==> src/rtl/wb_arbiter_pkg.sv <==
// Shared widths, source ids and defaults for the register-file write-port arbiter.
package wb_arbiter_pkg;

    localparam int WORD_LEN         = 32;
    localparam int REGADDR_LEN      = 5;
    localparam int STARVE_LIMIT_DEF = 4;
    localparam int STARVE_CNT_W     = 4;

    typedef enum logic {
        SRC_PIPE = 1'b0,
        SRC_LONG = 1'b1
    } src_e;

endpackage

==> src/rtl/wb_slot.sv <==
// One-entry writeback holding buffer: accepts when empty or being drained,
// drops writes to register 0, clears on grant unless refilled in the same cycle.
module wb_slot
    import wb_arbiter_pkg::*;
#(
    parameter int W = WORD_LEN,
    parameter int A = REGADDR_LEN
) (
    input  logic         clk,
    input  logic         rst,
    input  logic         in_valid_i,
    input  logic [A-1:0] in_reg_i,
    input  logic [W-1:0] in_data_i,
    input  logic         grant_i,
    output logic         ready_o,
    output logic         full_o,
    output logic [A-1:0] reg_o,
    output logic [W-1:0] data_o
);

    logic         full_q, full_d;
    logic [A-1:0] reg_q,  reg_d;
    logic [W-1:0] data_q, data_d;
    logic         ready_s;
    logic         load_s;

    // Ready depends only on held state and the grant, never on in_valid_i.
    always_comb begin
        ready_s = ~rst & (~full_q | grant_i);
        load_s  = in_valid_i & ready_s & (in_reg_i != '0);
        full_d  = full_q;
        reg_d   = reg_q;
        data_d  = data_q;
        if (load_s) begin
            full_d = 1'b1;
            reg_d  = in_reg_i;
            data_d = in_data_i;
        end else if (grant_i) begin
            full_d = 1'b0;
        end else begin
            full_d = full_q;
        end
    end

    // Buffer state registers.
    always_ff @(posedge clk) begin
        if (rst) begin
            full_q <= 1'b0;
            reg_q  <= '0;
            data_q <= '0;
        end else begin
            full_q <= full_d;
            reg_q  <= reg_d;
            data_q <= data_d;
        end
    end

    assign ready_o = ready_s;
    assign full_o  = full_q;
    assign reg_o   = reg_q;
    assign data_o  = data_q;

endmodule

==> src/rtl/wb_arbiter.sv <==
// Shares the register-file write port between the pipeline writeback and the
// long-latency unit: fixed priority to the pipeline with a starvation guard.
module wb_arbiter
    import wb_arbiter_pkg::*;
#(
    parameter int W            = WORD_LEN,
    parameter int A            = REGADDR_LEN,
    parameter int STARVE_LIMIT = STARVE_LIMIT_DEF
) (
    input  logic         clk,
    input  logic         rst,
    input  logic         s0_valid,
    input  logic [A-1:0] s0_reg,
    input  logic [W-1:0] s0_data,
    output logic         s0_ready,
    input  logic         s1_valid,
    input  logic [A-1:0] s1_reg,
    input  logic [W-1:0] s1_data,
    output logic         s1_ready,
    output logic         rf_w,
    output logic [A-1:0] rf_wreg,
    output logic [W-1:0] rf_wdata,
    input  logic [A-1:0] q_reg,
    output logic         q_hit
);

    localparam logic [STARVE_CNT_W-1:0] LIMIT = STARVE_CNT_W'(STARVE_LIMIT);

    logic                    full0_s, full1_s;
    logic [A-1:0]            reg0_s,  reg1_s;
    logic [W-1:0]            data0_s, data1_s;
    logic                    grant0_s, grant1_s;
    src_e                    grant_src_s;
    logic [STARVE_CNT_W-1:0] starve_cnt_q, starve_cnt_d;

    wb_slot #(.W(W), .A(A)) u_slot0 (
        .clk        (clk),
        .rst        (rst),
        .in_valid_i (s0_valid),
        .in_reg_i   (s0_reg),
        .in_data_i  (s0_data),
        .grant_i    (grant0_s),
        .ready_o    (s0_ready),
        .full_o     (full0_s),
        .reg_o      (reg0_s),
        .data_o     (data0_s)
    );

    wb_slot #(.W(W), .A(A)) u_slot1 (
        .clk        (clk),
        .rst        (rst),
        .in_valid_i (s1_valid),
        .in_reg_i   (s1_reg),
        .in_data_i  (s1_data),
        .grant_i    (grant1_s),
        .ready_o    (s1_ready),
        .full_o     (full1_s),
        .reg_o      (reg1_s),
        .data_o     (data1_s)
    );

    // Grant selection, port drive and starvation counter next state.
    always_comb begin
        grant1_s     = full1_s & (~full0_s | (starve_cnt_q == LIMIT));
        grant0_s     = full0_s & ~grant1_s;
        grant_src_s  = grant1_s ? SRC_LONG : SRC_PIPE;
        rf_w         = 1'b0;
        rf_wreg      = '0;
        rf_wdata     = '0;
        starve_cnt_d = starve_cnt_q;
        if (!rst && (grant0_s || grant1_s)) begin
            rf_w     = 1'b1;
            rf_wreg  = (grant_src_s == SRC_LONG) ? reg1_s  : reg0_s;
            rf_wdata = (grant_src_s == SRC_LONG) ? data1_s : data0_s;
        end else begin
            rf_w     = 1'b0;
        end
        if (grant1_s || !full1_s) begin
            starve_cnt_d = '0;
        end else if (grant0_s && starve_cnt_q != LIMIT) begin
            starve_cnt_d = starve_cnt_q + STARVE_CNT_W'(1);
        end else begin
            starve_cnt_d = starve_cnt_q;
        end
    end

    // Starvation counter register.
    always_ff @(posedge clk) begin
        if (rst) begin
            starve_cnt_q <= '0;
        end else begin
            starve_cnt_q <= starve_cnt_d;
        end
    end

    // Pending-write lookup for decode; register 0 never reports a hit.
    always_comb begin
        q_hit = 1'b0;
        if (!rst && q_reg != '0) begin
            q_hit = (full0_s & (reg0_s == q_reg)) | (full1_s & (reg1_s == q_reg));
        end else begin
            q_hit = 1'b0;
        end
    end

endmodule

==> config.mk <==
export PLATFORM = sky130hd
export DESIGN_NAME = wb_arbiter
export DESIGN_NICKNAME = d
export VERILOG_FILES = /design/src/rtl/wb_arbiter_pkg.sv /design/src/rtl/wb_slot.sv /design/src/rtl/wb_arbiter.sv
export SDC_FILE = /design/constraint.sdc
export NUM_CORES = 1
export LEC_CHECK = 0
export CAP_MARGIN = 20
export CORE_ASPECT_RATIO = 0.5
export CORE_MARGIN = 1.5
export CORE_UTILIZATION = 43
export CTS_BUF_LIST = sky130_fd_sc_hd__clkbuf_2 sky130_fd_sc_hd__clkbuf_4 sky130_fd_sc_hd__clkbuf_8
export DETAILED_ROUTE_END_ITERATION = 8
export PLACE_DENSITY = 0.75
export SYNTH_ARGS = -nofsm -noshare
export SYNTH_HDL_FRONTEND = slang
export SYNTH_SLANG_ARGS = --single-unit
==> constraint.sdc <==
create_clock -name clk -period 2.2 [get_ports clk]
set_input_delay 0.55 -clock clk [delete_from_list [all_inputs] [get_ports clk]]
set_output_delay 0.55 -clock clk [all_outputs]
set_load 0.01 [all_outputs]
==> out/results.tsv <==
stage	metric	value	unit
setup_path	R2R cell count	8	
flow_run	Max-cap violations	0	
place	dpl hpwl	7.78	mm
route	final wirelength	11.8	mm
synth	Synth Cell Area	0.00392	mm²
layout	Filler cells	728	
global_route	initial antenna violation count	0	
pwr	Max VDD drop	0.000331	V
clocking	Clock Latency Late Sink	360	ps
sta	minimum clock period	2450	ps
setup_path	register-to-register path setup slack	140	ps
layout	nets@finish	698	
sta	final worst path period share	111	%
route	DRT iter0 DRCs	278	
die	# IOs	124	
route	via/cell ratio	5.36	
min_path	worst hold path class	flip-flop to flip-flop	
clocking	Longest Clk Path Bufs	2	
die	Rows	24	
global_route	GRT Overall Usage	23.4	%
sta	slew margin rel.	68.3	%
synth	Synth top area share	40.8	%
die	Die ar.	0.00974	mm²
synth	Cells after Synth	470	
min_path	Worst Hold Path EP	u_slot1.data_o[13]	
sta	Final Max Slew Viols	0	
setup_path	worst flop-to-flop path startpoint	starve_cnt_q[1]	
setup_path	CP Data Arrival Time	1900	ps
die	core footprint	0.00877	mm²
place	dpl cells	710	
synth	number of synthesized flops with an enable pin	0	
setup_path	crit end category	output pin	
clocking	H-tree depth	3	
setup_path	Worst Path Max Fanout	11	
layout	diodes inserted	0	
synth	post-synthesis async set-or-reset flop share	0	%
route	Avg WL per Cell	16.0	µm
synth	Syn Nets	555	
die	Die W	138	µm
sta	setup_tns	-7070	ps
setup_path	CP startpoint kind	flip-flop	
synth	yosys warns	0	
die	Chip Height	70.5	µm
sta	final hold vios	0	
global_route	first-pass GRT wire length	18.4	mm
layout	Area Overhead vs Synth	49.9	%
synth	Seq cells post-synth	80	
setup_path	reg2reg end	u_slot0.reg_o[2]	
clocking	TritonCTS buffer count	9	
synth	post-synth cell types	33	
route	Vias	3942	
sta	achievable frequency	0.408	GHz
synth	top cells by area, synth	dfxtp_1, mux2_4, a21oi_1	
clocking	Worst-path clk slew	80	ps
setup_path	CP Class	flip-flop to output pin	
place	RePlAce Congestion	0.829	
synth	Post-synth top flop	dfxtp_1	
route	Routed Antenna Nets	0	
global_route	vias in the first global route	3814	
synth	Synth Area per Inst	8.35	µm²
layout	Finished Layout Cells	735	
min_path	hold_sp	u_slot1.data_o[13]	
pwr	Tot Pwr	3530	µW
pwr	Pwr Density	600	mW/mm²
min_path	hold depth	2	
sta	worst slew pin tran	475	ps
die	initial core utilization	44.7	%
clocking	CTS tree	yes	
setup_path	CP required	1650	ps
run_status	status	finished, violations left	
route	DRT Pass-1 Iters	5	
clocking	Root Driver	clkbuf_8	
pwr	LEAKAGE	0.00234	µW
run_status	failing checks	setup timing	
synth	post-synthesis sequential area ratio	40.8	%
route	DRC viols	0	
global_route	pin count of the biggest net entering global routing	46	
clocking	hold buffers post-CTS	0	
global_route	GRT Residual Overflow	0	
synth	leading area contributor after synthesis	dfxtp_1	
clocking	# clock sinks	80	
layout	layout cells sized above 1	30.6	%
place	PortBufs	123	
sta	endpoints failing setup	37	
sta	Clock Skews	9.20	ps
sta	setup ws final	-249	ps
sta	RSZ-0062 raised after global routing	true	
cells in the final DEF (no fill, tap or decap), types with 9 or more instances in the layout:
master / instances
dfxtp_1: 74
o21ai_0: 36
mux2_4: 30
xor2_1: 9
buf_12: 12
clkbuf_8: 10
nand3_1: 40
buf_2: 42
a21oi_1: 53
buf_4: 27
clkdlybuf4s50_1: 76
nor2b_1: 35
a21oi_2: 23
nand2_1: 77
power breakdown:
part           internal (µW)  switching (µW)  total (µW)
clock network            674             574        1250
logic                    392             304         696
registers               1540            49.5        1590
total                   2600             927        3530
state kept, by name, indices dropped and copies added, names as in the netlist:
| signal | count |
|---|---|
| u_slot1.data_o | 32 |
| u_slot0.reg_o | 5 |
| u_slot1.reg_o | 5 |
| u_slot1.full_o | 1 |
| u_slot0.data_o | 32 |
| u_slot0.full_o | 1 |
| starve_cnt_q | 4 |
layer usage:
| metal | global-route usage, % | routed length, µm | vias to the layer above |
|---|---|---|---|
| met5 | 0 | 0 | - |
| met4 | 6.08 | 147 | 0 |
| met3 | 5.42 | 687 | 18 |
| met2 | 38.1 | 5490 | 147 |
| met1 | 31.7 | 5430 | 1888 |
| li1 | - | - | 1889 |
final cells by class:
| type | instances | area, µm² | share of cell area, % |
|---|---|---|---|
| multi-input cells | 348 | 2310 | 39.3 |
| flip-flops and latches | 80 | 1610 | 27.4 |
| repair buffers | 168 | 1560 | 26.5 |
| well taps | 117 | 146 | 2.49 |
| clock buffers | 10 | 138 | 2.34 |
| clock inverters | 6 | 91.3 | 1.55 |
| inverters | 6 | 22.5 | 0.383 |
how the worst max path moves through the flow:
stage                               start            to  slack (ps)  cells past startpoint
after floorplan           starve_cnt_q[0]  rf_wdata[10]          20                      8
after global placement           q_reg[2]         q_hit        -590                      6
after detailed placement         q_reg[2]         q_hit        -720                      6
after CTS                 starve_cnt_q[1]   rf_wdata[2]        -270                      9
after global routing      starve_cnt_q[1]   rf_wdata[4]        -330                      8
final                     starve_cnt_q[1]   rf_wdata[4]        -250                      8
cells in the mapped netlist, drive strengths merged, types with 3 or more instances:
library cell / instances
buf: 11
mux2: 34
a21oi: 77
clkbuf: 25
xnor2: 3
nand3: 40
nor2b: 35
dfxtp: 80
nor2: 6
nor3: 3
inv: 6
xor2: 9
o211ai: 3
o21ai: 41
nand2: 83
cells by family after synthesis:
kind of cell    Yosys count  synth area share (%)
xor+xnor                 12                  2.68
buf+inv                  42                  4.91
flops                    80                  40.8
mux                      34                  12.6
compound gates          125                  16.9
simple gates            175                  21.4
fa+ha+maj                 2                 0.638
critical path: stages, from the launching register on:
cell and delay [ps]:
dfxtp_2 340, inv_2 50, ha_4 150, and3b_2 210
o21ai_4 200, buf_6 200, nand2_1 80, a21oi_1 160
buf_2 150
repair_timing:
item / in CTS / in global routing
buffers inserted: 5 / 2
gates cloned: 1 / 4
setup endpoints to repair: 41 / 39
pin swaps: 18 / 22
hold endpoints to repair: 0 / 0
gates resized for setup: 205 / 23
metrics by stage:
stage	hold slack (ps)	utilization [%]	area, µm²	setup WS, ps
2_1_floorplan	430	-	3940	15.4
3_3_place_gp	461	63.6	5580	-593
3_5_place_dp	466	63.6	5580	-717
4_1_cts	478	65.6	5750	-267
5_1_grt	500	67.1	5880	-328
6_report	478	67.1	5880	-249
Power figures use the tool's default switching activity.
